File: config.mk
export PLATFORM = sky130hd
export DESIGN_NAME = wb_imem_loader
export DESIGN_NICKNAME = d
export VERILOG_FILES = /design/src/rtl/wb_imem_loader_pkg.sv /design/src/rtl/imem_ptr_ctr.sv /design/src/rtl/wb_imem_loader.sv
export SDC_FILE = /design/constraint.sdc
export NUM_CORES = 1
export LEC_CHECK = 0
export BUFFER_PORTS_ARGS = -buffer_cell sky130_fd_sc_hd__clkbuf_2
export CAP_MARGIN = 40
export CORE_MARGIN = 1
export CORE_UTILIZATION = 40
export CTS_CLUSTER_DIAMETER = 200
export CTS_CLUSTER_SIZE = 20
export DETAILED_ROUTE_END_ITERATION = 7
export GPL_ROUTABILITY_DRIVEN = 0
export HOLD_SLACK_MARGIN = 0.12
export PLACE_DENSITY = 0.7
export SETUP_SLACK_MARGIN = 0.15
export SLEW_MARGIN = 15
export SYNTH_ARGS = -nofsm -noshare
export SYNTH_HDL_FRONTEND = slang
export SYNTH_SLANG_ARGS = --single-unit
File: constraint.sdc
create_clock -name wb_clk_i -period 2.75 [get_ports wb_clk_i]
set_clock_uncertainty 0.15 [all_clocks]
set_input_delay 0.4125 -clock wb_clk_i [delete_from_list [all_inputs] [get_ports wb_clk_i]]
set_output_delay 0.4125 -clock wb_clk_i [all_outputs]
set_load 0.02 [all_outputs]
File: src/rtl/wb_imem_loader_pkg.sv
// rtl/wb_imem_loader_pkg.sv - register offsets, CTRL/STATUS bit indices and FSM states for wb_imem_loader
package wb_imem_loader_pkg;

    localparam logic [31:0] REG_CTRL   = 32'h00;
    localparam logic [31:0] REG_ADDR   = 32'h04;
    localparam logic [31:0] REG_DATA   = 32'h08;
    localparam logic [31:0] REG_LEGACY = 32'h0C;
    localparam logic [31:0] REG_STATUS = 32'h10;

    localparam int CTRL_HOLD_BIT     = 0;
    localparam int CTRL_AUTOINC_BIT  = 1;
    localparam int STATUS_WRAP_BIT   = 16;
    localparam int STATUS_CLRCNT_BIT = 17;

    typedef enum logic [1:0] {
        ST_IDLE    = 2'd0,
        ST_RD_WAIT = 2'd1,
        ST_ACK     = 2'd2
    } state_t;

endpackage

File: src/rtl/imem_ptr_ctr.sv
// rtl/imem_ptr_ctr.sv - imem pointer with load/increment/sticky wrap flag and saturating write counter
module imem_ptr_ctr #(
    parameter int IMEM_AW = 8
) (
    input  logic               clk,
    input  logic               rst,
    input  logic               i_load,
    input  logic [IMEM_AW-1:0] i_load_val,
    input  logic               i_inc,
    input  logic               i_cnt_inc,
    input  logic               i_clr_wrap,
    input  logic               i_clr_count,
    output logic [IMEM_AW-1:0] o_ptr,
    output logic               o_wrap,
    output logic [15:0]        o_count
);

    logic [IMEM_AW-1:0] r_ptr;
    logic               r_wrap;
    logic [15:0]        r_count;

    // Pointer: explicit load wins over increment; increment rolls over and flags wrap
    always_ff @(posedge clk or posedge rst) begin
        if (rst) begin
            r_ptr  <= '0;
            r_wrap <= 1'b0;
        end else begin
            if (i_load) begin
                r_ptr <= i_load_val;
            end else if (i_inc) begin
                r_ptr <= r_ptr + 1'b1;
            end
            if (i_clr_wrap) begin
                r_wrap <= 1'b0;
            end else if (i_inc && !i_load && (&r_ptr)) begin
                r_wrap <= 1'b1;
            end
        end
    end

    // Write counter saturates instead of rolling over so a long load never reads as small
    always_ff @(posedge clk or posedge rst) begin
        if (rst) begin
            r_count <= '0;
        end else if (i_clr_count) begin
            r_count <= '0;
        end else if (i_cnt_inc && (r_count != 16'hFFFF)) begin
            r_count <= r_count + 16'd1;
        end
    end

    assign o_ptr   = r_ptr;
    assign o_wrap  = r_wrap;
    assign o_count = r_count;

endmodule

File: src/rtl/wb_imem_loader.sv
// rtl/wb_imem_loader.sv - Wishbone slave loading instruction memory; WB_IMEM_READBACK_EN enables DATA readback
module wb_imem_loader
    import wb_imem_loader_pkg::*;
#(
    parameter logic [31:0] BASE_ADDR = 32'h3000_0000,
    parameter int          WIN_BITS  = 8,
    parameter int          IMEM_AW   = 8,
    parameter int          IMEM_DW   = 8
) (
    input  logic               wb_clk_i,
    input  logic               wb_rst_i,
    input  logic               wbs_stb_i,
    input  logic               wbs_cyc_i,
    input  logic               wbs_we_i,
    input  logic [3:0]         wbs_sel_i,
    input  logic [31:0]        wbs_adr_i,
    input  logic [31:0]        wbs_dat_i,
    output logic               wbs_ack_o,
    output logic [31:0]        wbs_dat_o,
    output logic               imem_we,
    output logic               imem_re,
    output logic [IMEM_AW-1:0] imem_addr,
    output logic [IMEM_DW-1:0] imem_wdata,
    input  logic [IMEM_DW-1:0] imem_rdata,
    output logic               core_hold
);

    state_t r_state, w_next;

    logic               w_hit, w_start, w_wr, w_rd_mem, w_ack;
    logic [31:0]        w_off, w_rd_mux;
    logic [IMEM_AW-1:0] w_ptr;
    logic               w_wrap;
    logic [15:0]        w_count;
    logic               w_unused_bits;

    logic               r_hold, r_autoinc;
    logic [31:0]        r_rdata;
    logic               r_imem_we, r_rd_mem, r_ptr_load, r_inc_req, r_clr_wrap, r_clr_count;
    logic [IMEM_AW-1:0] r_load_val, r_imem_addr;
    logic [IMEM_DW-1:0] r_imem_wdata;

    assign w_hit   = wbs_cyc_i && wbs_stb_i && (wbs_adr_i[31:WIN_BITS] == BASE_ADDR[31:WIN_BITS]);
    assign w_off   = 32'(wbs_adr_i[WIN_BITS-1:0]);
    assign w_start = (r_state == ST_IDLE) && w_hit;
    assign w_wr    = wbs_we_i && (wbs_sel_i != 4'b0000);
    assign w_ack   = (r_state == ST_ACK);

`ifdef WB_IMEM_READBACK_EN
    assign w_rd_mem = !wbs_we_i && (w_off == REG_DATA);
    assign imem_re  = (r_state == ST_RD_WAIT);
`else
    assign w_rd_mem = 1'b0;
    assign imem_re  = 1'b0;
`endif

    // Data bus bits beyond the used fields are deliberately ignored
    assign w_unused_bits = ^{wbs_dat_i, imem_rdata};

    // State register
    always_ff @(posedge wb_clk_i or posedge wb_rst_i) begin
        if (wb_rst_i) r_state <= ST_IDLE;
        else          r_state <= w_next;
    end

    // Next state: memory reads take an extra cycle and abort if the master withdraws
    always_comb begin
        w_next = r_state;
        case (r_state)
            ST_IDLE:    if (w_hit) w_next = w_rd_mem ? ST_RD_WAIT : ST_ACK;
            ST_RD_WAIT: w_next = (wbs_cyc_i && wbs_stb_i) ? ST_ACK : ST_IDLE;
            ST_ACK:     w_next = ST_IDLE;
            default:    w_next = ST_IDLE;
        endcase
    end

    // Register read multiplexer
    always_comb begin
        w_rd_mux = 32'h0;
        case (w_off)
            REG_CTRL:   w_rd_mux = 32'({r_autoinc, r_hold});
            REG_ADDR:   w_rd_mux = 32'(w_ptr);
            REG_STATUS: w_rd_mux = {15'h0, w_wrap, w_count};
            default:    w_rd_mux = 32'h0;
        endcase
    end

    // Capture the transaction when it starts; side effects on ptr/count are applied in the ack cycle
    always_ff @(posedge wb_clk_i or posedge wb_rst_i) begin
        if (wb_rst_i) begin
            r_hold       <= 1'b1;
            r_autoinc    <= 1'b1;
            r_rdata      <= '0;
            r_imem_we    <= 1'b0;
            r_rd_mem     <= 1'b0;
            r_ptr_load   <= 1'b0;
            r_inc_req    <= 1'b0;
            r_clr_wrap   <= 1'b0;
            r_clr_count  <= 1'b0;
            r_load_val   <= '0;
            r_imem_addr  <= '0;
            r_imem_wdata <= '0;
        end else if (w_start) begin
            r_rdata     <= wbs_we_i ? 32'h0 : w_rd_mux;
            r_imem_we   <= w_wr && ((w_off == REG_DATA) || (w_off == REG_LEGACY));
            r_rd_mem    <= w_rd_mem;
            r_ptr_load  <= w_wr && (w_off == REG_ADDR);
            r_load_val  <= wbs_dat_i[IMEM_AW-1:0];
            r_inc_req   <= (w_off == REG_DATA) && (w_wr || w_rd_mem);
            r_clr_wrap  <= w_wr && (w_off == REG_STATUS) && wbs_dat_i[STATUS_WRAP_BIT];
            r_clr_count <= w_wr && (w_off == REG_STATUS) && wbs_dat_i[STATUS_CLRCNT_BIT];
            if (w_off == REG_LEGACY) begin
                r_imem_addr  <= wbs_dat_i[IMEM_AW+IMEM_DW-1:IMEM_DW];
                r_imem_wdata <= wbs_dat_i[IMEM_DW-1:0];
            end else if (w_off == REG_DATA) begin
                r_imem_addr  <= w_ptr;
                r_imem_wdata <= wbs_dat_i[IMEM_DW-1:0];
            end
            if (w_wr && (w_off == REG_CTRL)) begin
                r_hold    <= wbs_dat_i[CTRL_HOLD_BIT];
                r_autoinc <= wbs_dat_i[CTRL_AUTOINC_BIT];
            end
        end else begin
            r_imem_we <= 1'b0;
        end
    end

    imem_ptr_ctr #(.IMEM_AW(IMEM_AW)) u_ptr (
        .clk         (wb_clk_i),
        .rst         (wb_rst_i),
        .i_load      (w_ack && r_ptr_load),
        .i_load_val  (r_load_val),
        .i_inc       (w_ack && r_inc_req && r_autoinc),
        .i_cnt_inc   (w_ack && r_imem_we),
        .i_clr_wrap  (w_ack && r_clr_wrap),
        .i_clr_count (w_ack && r_clr_count),
        .o_ptr       (w_ptr),
        .o_wrap      (w_wrap),
        .o_count     (w_count)
    );

    assign wbs_ack_o  = w_ack;
    assign wbs_dat_o  = w_ack ? (r_rd_mem ? 32'(imem_rdata) : r_rdata) : 32'h0;
    assign imem_we    = r_imem_we;
    assign imem_addr  = r_imem_addr;
    assign imem_wdata = r_imem_wdata;
    assign core_hold  = r_hold;

endmodule
==> impl_metrics.csv, run 1 <==
group,metric,value,unit
outcome,status,"complete, no violations",
final_layout,num_antenna_cells,0,
global_routing,grt_pass1_wl,14400,µm
critical_path,worstPathArrival,2.34,ns
timing,worst_slew_pin_slew,0.666,ns
power,p_seq_frac,0.572,
synthesis,ys.flop_type,"dfrtp_1",
critical_path,r2r_slack,0.54,ns
min_path,hold_end,"r_load_val[2]",
timing,fin_setup_tns,0,ns
min_path,hold_start,"wbs_dat_i[2]",
routing,wl_per_cell,15.1,µm
critical_path,crit_start,"u_ptr.o_count[0]",
routing,num_vias,3239,
synthesis,ys_seq_area_frac,0.470,
routing,drc_errors,0,
final_layout,syn_to_final_growth,18.3,%
routing,drt_iter0_markers,163,
critical_path,r2r_end,"u_ptr.o_count[14]",
critical_path,timing.rr.start,"u_ptr.o_count[0]",
flow_run,maxCapViolations,0,
clock_tree,holdBufCountCts,1,
timing,slew_viol_final,0,
final_layout,final_common_cell,"clkbuf_2",
power,p_switching,0.459,mW
routing,drt.antenna.violating_nets,0,
power,internal-power,1.44,mW
floorplanning,die_area,10300,µm²
synthesis,syn_avg_cell_area,10.5,µm²
synthesis,syn_area,3940,µm²
placement,portBuffers,94,
critical_path,path_class,"flip-flop to flip-flop",
floorplanning,ios,133,
final_layout,final_cell_mix,"clkbuf_2 (94), dfrtp_1 (72), mux2_2 (38)",
floorplanning,coreArea,9420,µm²
synthesis,ys_warn_count,0,
floorplanning,die_h,101,µm
global_routing,grt_overflow,0,
timing,slew_headroom,0.553,
timing,setup_viol,0,
power,leakage,2.26,nW
timing,finalWorstPathRequiredPeriod,2.21,ns
synthesis,synth_edf_count,0,
clock_tree,cts_tree,"yes",
clock_tree,clkLatencyLatePin,0.36,ns
synthesis,synth_seq_cells,74,
min_path,min_path_cells,2,
synthesis,async_flop_share,1.00,
clock_tree,postCtsResizedCells,0,
global_routing,grt_max_degree,47,
power,pwr_density_cell,408,nW/µm²
timing,achievable-frequency,453,MHz
synthesis,syn_inst,375,
clock_tree,cts.clk_slew.worst_paths,0.07,ns
final_layout,regArea,1850,µm²
global_routing,antenna_found_initial,0,
final_layout,nets,557,
timing,rsz0062_at_grt,"no",
routing,firstDrtPassIters,4,
clock_tree,root_buffer,"clkbuf_8",
floorplanning,initial_core_util,0.419,
synthesis,synth.distinct_cells,57,
critical_path,reg2reg_depth,5,
routing,drt-vias-per-instance,5.34,
power,switching_share,0.241,
critical_path,cp_max_fo,6,
final_layout,multi_input_area,1900,µm²
clock_tree,cts_made_buffers,9,
timing,hold_violations,0,
clock_tree,htree_levels,3,
critical_path,worst_setup_path_end_kind,"flip-flop",
clock_tree,clock_sinks,74,
floorplanning,row_count,35,
critical_path,cp.required,2.88,ns
power,irDropWorstVdd,0.269,mV
placement,dp_cells,591,
routing,routed_wl,9140,µm
power,combPwrFrac,0.056,
critical_path,start_kind,"flip-flop",
final_layout,finalNonFillerCells,607,
clock_tree,cts_setup_buffers,0,
timing,period_share,0.803,
final_layout,nFillCells,861,
final_layout,drive_above_1_share,0.362,
global_routing,grt_pass1_vias,2993,
floorplanning,die_w,101,µm
final_layout,finalCoreUtilization,0.496,
power,clkPwrFrac,0.372,
clock_tree,cts_max_path_buffers,2,
min_path,hp-class,"primary input to flip-flop",
placement,hpwl,6870,µm
global_routing,track_usage,0.184,
==> stage by stage <==
| step | total power, mW | cell area [µm²] | hold WS, ns | setup WS (ns) |
|---|---|---|---|---|
| 6_report | 1.90 | 4670 | 0.148 | 0.541 |
| 5_1_grt | 1.97 | 4670 | 0.152 | 0.436 |
| 4_1_cts | 1.92 | 4670 | 0.151 | 0.561 |
| 3_5_place_dp | 1.22 | 4500 | 0.299 | 0.311 |
| 2_1_floorplan | 1.18 | 4000 | 0.268 | 0.309 |
| 3_3_place_gp | 1.21 | 4500 | 0.277 | 0.388 |
==> synthesized netlist by cell type, types with 6 or more instances <==
library cell,count,area share
a21oi_1,11,0.014
a22o_1,11,0.024
and2_1,21,0.033
buf_4,18,0.034
clkbuf_1,11,0.010
dfrtp_1,72,0.46
mux2_2,38,0.11
nand2_1,35,0.033
nand3_1,10,0.013
nor2_1,9,0.0086
nor4_1,8,0.013
o21ai_0,33,0.042
o31ai_1,8,0.015
or4_1,9,0.017
xnor2_1,6,0.013
==> sequential cells by signal, indices dropped and copies added (netlist names) <==
register	count
r_clr_wrap	1
imem_we	1
u_ptr.o_wrap	1
r_state	1
r_autoinc	1
imem_wdata	8
r_load_val	8
r_clr_count	1
u_ptr.o_count	16
r_rdata	17
imem_addr	8
core_hold	1
u_ptr.o_ptr	8
r_inc_req	1
r_ptr_load	1
==> cell type report <==
type,count,share of cell area
multi-input cells,278,0.408
clock inverters,4,0.00429
clock buffers,11,0.0282
inverters,5,0.00402
well taps,129,0.0346
flip-flops and latches,74,0.397
repair buffers,106,0.123
==> critical path: stages (launching register included) <==
cell and delay [ns]:
dfrtp_1 0.44, ha_1 0.27, nand2_1 0.09, or4_4 0.56
or4_1 0.48, a21oi_1 0.15
==> power by group through the flow <==
stage	clock [mW]	combinational [mW]	sequential, mW
final	0.708	0.107	1.09
after global routing	0.764	0.121	1.09
after CTS	0.720	0.109	1.09
after detailed placement	0	0.108	1.11
after global placement	0	0.106	1.11
after floorplan	0	0.0665	1.11
==> worst max path at each step <==
| stage | end | slack, ns |
|---|---|---|
| after floorplan | imem_addr[0] | 0.31 |
| after global placement | r_load_val[0] | 0.39 |
| after detailed placement | imem_wdata[0] | 0.31 |
| after CTS | u_ptr.o_count[14] | 0.56 |
| after global routing | u_ptr.o_count[14] | 0.44 |
| final | u_ptr.o_count[14] | 0.54 |
==> cells by family (layout without fill, tap and decap cells) <==
kind of cell,Yosys count,after routing,share of synthesized area
buffers and inverters,38,126,0.0612
AO/OA/AOI/OAI,80,80,0.130
flip-flops,74,74,0.470
AND/OR/NAND/NOR,134,134,0.204
other,1,16,0.000951
adder cells (fa/ha/maj),2,2,0.00634
multiplexers,40,40,0.114
XOR/XNOR,6,6,0.0133
==> per-layer routing <==
metal	GRT usage	share of wire	vias up
met1	0.231	0.43	1568
met4	0.0569	0.014	0
met3	0.0428	0.059	12
met5	0	0	-
met2	0.315	0.49	113
li1	-	-	1546
No activity file was read; power rests on OpenSTA's default activity.
==> run 2, diff against run 1 <==
PLACE_DENSITY = 0.72   (was 0.7)
clock period = 1.84 ns   (was 2.75 ns; I/O delays follow)
==> impl_metrics.csv, run 2 (synthesis results as in run 1) <==
group,metric,value,unit
placement,hpwl,7660,µm
placement,portBuffers,94,
final_layout,largest_register_ffs,17,
power,irDropWorstVdd,0.322,mV
placement,placed_area,4900,µm²
timing,slew_headroom,0.640,
clock_tree,cts.clk_slew.worst_paths,0.08,ns
power,leakage,2.96,nW
global_routing,grt_max_degree,37,
critical_path,cp_max_fo,16,
critical_path,worst_setup_path_end_kind,"flip-flop",
placement,place_ws,-0.311,ns
min_path,hp-class,"primary input to flip-flop",
routing,drt-vias-per-instance,5.52,
global_routing,grt_overflow,0,
critical_path,critPathMaxStageDelay,0.42,ns
flow_run,maxCapViolations,0,
routing,routed_wl,12000,µm
routing,drt_iter0_markers,170,
critical_path,crit_path_cell_trace,"nor4bb_4, nand4_4, buf_4, nor3_4, buf_12, mux2_2",
timing,finalWorstPathRequiredPeriod,2.06,ns
final_layout,num_antenna_cells,0,
outcome,status,"complete, but fails checks",
critical_path,worstPathArrival,2.14,ns
final_layout,final_cell_mix,"clkbuf_2 (76), dfrtp_1 (71), buf_4 (50)",
clock_tree,clock_sinks,74,
final_layout,regMostFlops,"r_rdata",
final_layout,syn_to_final_growth,54.3,%
timing,setup_viol,76,
clock_tree,cts_max_path_buffers,2,
timing,slew_viol_final,0,
outcome,violations,"setup timing",
routing,wl_per_cell,17.5,µm
routing,drc_errors,0,
floorplanning,ios,133,
floorplanning,die_w,101,µm
global_routing,antenna_found_initial,0,
clock_tree,root_buffer,"clkbuf_8",
routing,drt.antenna.violating_nets,0,
clock_tree,clkLatencyLatePin,0.35,ns
critical_path,path_class,"flip-flop to flip-flop",
global_routing,track_usage,0.218,
final_layout,final_common_cell,"clkbuf_2",
timing,whs,0.139,ns
timing,setup_ws,-0.222,ns
timing,hold_violations,0,
routing,num_vias,3774,
clock_tree,htree_levels,3,
routing,firstDrtPassIters,5,
global_routing,grt_pass1_wl,17100,µm
power,pwr_density_cell,554,nW/µm²
clock_tree,cts_tree,"yes",
critical_path,cpMaxStageDelayCell,"dfrtp_2",
floorplanning,coreArea,9420,µm²
timing,achievable-frequency,485,MHz
timing,worst_slew_pin_slew,0.535,ns
floorplanning,initial_core_util,0.419,
critical_path,start_kind,"flip-flop",
floorplanning,die_area,10300,µm²
timing,period_share,1.12,
global_routing,grt_pass1_vias,3523,
floorplanning,row_count,35,
critical_path,cp.required,1.92,ns
final_layout,drive_above_1_share,0.562,
floorplanning,die_h,101,µm
final_layout,design_area,6090,µm²
timing,rsz0062_at_grt,"yes",
clock_tree,cts_made_buffers,9,
final_layout,nets,633,
==> run 2: final cells by class <==
cell class | count | area (µm²)
flip-flops and latches | 74 | 1860
well taps | 129 | 161
inverters | 5 | 27.5
clock buffers | 12 | 145
fillers | 694 | 3330
repair buffers | 182 | 1510
clock inverters | 4 | 98.8
multi-input cells | 278 | 2280
==> run 2: per-layer routing <==
metal,global-route usage,vias to the layer above,share of wire
li1,-,1707,-
met1,0.293,1852,0.42
met2,0.365,191,0.50
met3,0.0449,24,0.065
met4,0.0502,0,0.016
met5,0,-,0
==> run 2: worst paths after layout <==
check / cells after the start / endpoint / from / slack [ns]
min in group asynchronous: 3 / u_ptr.o_count[3] / wb_rst_i / 0.31
min: 3 / imem_addr[5] / wbs_dat_i[13] / 0.14
max in group asynchronous: 4 / core_hold / wb_rst_i / 0.67
min reg2reg: 1 / u_ptr.o_wrap / r_clr_wrap / 0.32
max: 6 / imem_addr[2] / r_state[1] / -0.22
max reg2reg: 6 / imem_addr[2] / r_state[1] / -0.22
==> run 2: report_power, final <==
part / total [mW] / internal (mW) / switching, mW
logic: 0.193 / 0.0807 / 0.112
registers: 1.62 / 1.62 / 0.000000115
clock network: 1.56 / 0.942 / 0.614
==> run 2: what timing repair did <==
action,in CTS,in global routing
cloned,2,4
buffers inserted,10,10
endpoints found under the setup margin,88,92
gates resized for setup,49,125
hold buffers,9,0
pin swaps,21,12
endpoints found under the hold margin,74,0
==> run 2: critical path: cells and delay by family (launching register included) <==
| kind | cells | cell delay, ns |
|---|---|---|
| muxes | 1 | 0.36 |
| buffers and inverters | 2 | 0.37 |
| and+or+nand+nor | 3 | 0.64 |
| DFF | 1 | 0.42 |
==> run 2: per-stage QoR <==
stage               TNS (ns)  power (mW)  cells  utilization
floorplan              -3.76        1.76    390            -
global placement       -7.63        1.83    633        0.521
detailed placement    -10.74        1.83    633        0.521
CTS                    -9.76        3.37    670        0.585
global route          -14.68        3.47    684        0.646
finish                -10.07        3.37    684        0.646
==> run 3, diff against run 2 <==
CTS_CLUSTER_DIAMETER = not set   (was 200)
PLACE_DENSITY = 0.7   (was 0.72)
clock period = 2.45 ns   (was 1.84 ns; I/O delays follow)
==> impl_metrics.csv, run 3 (synthesis results as in run 1) <==
group,metric,value,unit
global_routing,track_usage,0.185,
final_layout,finalNonFillerCells,616,
power,power,2.29,mW
power,combPwrFrac,0.056,
floorplanning,ios,133,
placement,portBuffers,94,
floorplanning,die_h,101,µm
final_layout,drive_above_1_share,0.370,
timing,hold_violations,0,
clock_tree,root_buffer,"clkbuf_8",
timing,rsz0062_at_grt,"no",
placement,dp_cells,593,
critical_path,cp_max_fo,6,
min_path,hold_start,"wbs_dat_i[0]",
critical_path,worstPathArrival,2.27,ns
routing,drt_iter0_markers,119,
final_layout,regMostFlops,"r_rdata",
min_path,hold_end,"core_hold",
outcome,status,"complete, no violations",
final_layout,finalCoreUtilization,0.509,
critical_path,r2r_end,"u_ptr.o_count[14]",
timing,finalWorstPathRequiredPeriod,2.15,ns
final_layout,final_cell_mix,"clkbuf_2 (94), dfrtp_1 (71), mux2_2 (38)",
floorplanning,row_count,35,
timing,period_share,0.876,
routing,routed_wl,9000,µm
timing,setup_viol,0,
critical_path,worst_setup_path_end_kind,"flip-flop",
final_layout,largest_register_ffs,17,
timing,slew_headroom,0.616,
power,p_switching,0.554,mW
clock_tree,cts_tree,"yes",
floorplanning,die_area,10300,µm²
global_routing,antenna_found_initial,0,
power,irDropWorstVdd,0.325,mV
global_routing,grt_overflow,0,
routing,drc_errors,0,
final_layout,syn_to_final_growth,21.5,%
clock_tree,cts_max_path_buffers,2,
clock_tree,htree_levels,3,
critical_path,timing.rr.start,"u_ptr.o_count[0]",
global_routing,grt_pass1_vias,3027,
power,clkPwrFrac,0.412,
final_layout,nets,565,
routing,wl_per_cell,14.6,µm
timing,slew_viol_final,0,
critical_path,path_class,"flip-flop to flip-flop",
floorplanning,die_w,101,µm
min_path,min_path_cells,2,
min_path,hp-class,"primary input to flip-flop",
power,p_seq_frac,0.533,
critical_path,r2r_slack,0.30,ns
critical_path,start_kind,"flip-flop",
power,internal-power,1.74,mW
global_routing,grt_max_degree,41,
routing,drt-vias-per-instance,5.31,
critical_path,cp.required,2.58,ns
floorplanning,coreArea,9420,µm²
power,switching_share,0.242,
routing,num_vias,3272,
routing,firstDrtPassIters,4,
floorplanning,initial_core_util,0.419,
timing,achievable-frequency,466,MHz
clock_tree,clkLatencyLatePin,0.36,ns
routing,drt.antenna.violating_nets,0,
final_layout,final_common_cell,"clkbuf_2",
final_layout,num_antenna_cells,0,
power,pwr_density_cell,478,nW/µm²
timing,worst_slew_pin_slew,0.576,ns
clock_tree,cts.clk_slew.worst_paths,0.08,ns
flow_run,maxCapViolations,0,
clock_tree,cts_made_buffers,9,
power,leakage,2.30,nW
global_routing,grt_pass1_wl,14500,µm
clock_tree,clock_sinks,74,
placement,hpwl,6740,µm
timing,fin_setup_tns,0,ns
critical_path,reg2reg_depth,5,
[run 3: how the worst max path moves through the flow]
stage	cells past startpoint	slack, ns	endpoint	start
global placement	6	0.26	r_load_val[0]	wbs_adr_i[20]
global route	5	0.20	u_ptr.o_count[14]	u_ptr.o_count[0]
detailed placement	7	0.21	r_rdata[12]	wbs_adr_i[17]
floorplan	5	0.29	imem_wdata[0]	r_state[1]
CTS	5	0.24	u_ptr.o_count[14]	u_ptr.o_count[0]
finish	5	0.30	u_ptr.o_count[14]	u_ptr.o_count[0]
[run 3: power by group through the flow]
stage | combinational, mW | sequential, mW | clock (mW)
CTS | 0.130 | 1.22 | 0.958
finish | 0.127 | 1.22 | 0.944
detailed placement | 0.121 | 1.24 | 0
global placement | 0.119 | 1.24 | 0
global route | 0.143 | 1.22 | 1.01
floorplan | 0.0750 | 1.24 | 0
[run 3: cell type report]
cell class / count / area [µm²]
Fill cell: 875 / 4620
Sequential cell: 74 / 1860
Timing Repair Buffer: 114 / 651
Tap cell: 129 / 161
Clock inverter: 7 / 70.1
Clock buffer: 9 / 124
Multi-Input combinational cell: 278 / 1910
Inverter: 5 / 22.5
[run 3: stage by stage]
step	instance area, µm²	setup WS (ns)	hold slack, ns
6_report	4790	0.304	0.135
5_1_grt	4790	0.199	0.135
4_1_cts	4790	0.237	0.126
3_5_place_dp	4520	0.206	0.295
3_3_place_gp	4520	0.265	0.279
2_1_floorplan	4000	0.292	0.268
[run 3: routing by layer]
layer  part of all wire  vias up  wire length, µm  global-route usage
li1                   -     1562                -                   -
met3              0.053       16              478              0.0386
met1               0.43     1584             3910               0.230
met4              0.018        0              161              0.0702
met2               0.49      110             4450               0.316
met5                  0        -                0                   0
[run 3: critical path: stages, from the launching register on]
cell and delay [ns]:
dfrtp_2 0.41, ha_2 0.24, nand2_1 0.08, or4_4 0.56
or4_1 0.48, a21oi_1 0.15
[run 3: what timing repair did]
item                                    in CTS  in global routing
hold buffers                                 7                  0
hold endpoints to repair                    84                  0
buffers inserted                             0                  0
gates resized for setup                      0                  2
endpoints found under the setup margin       0                  1
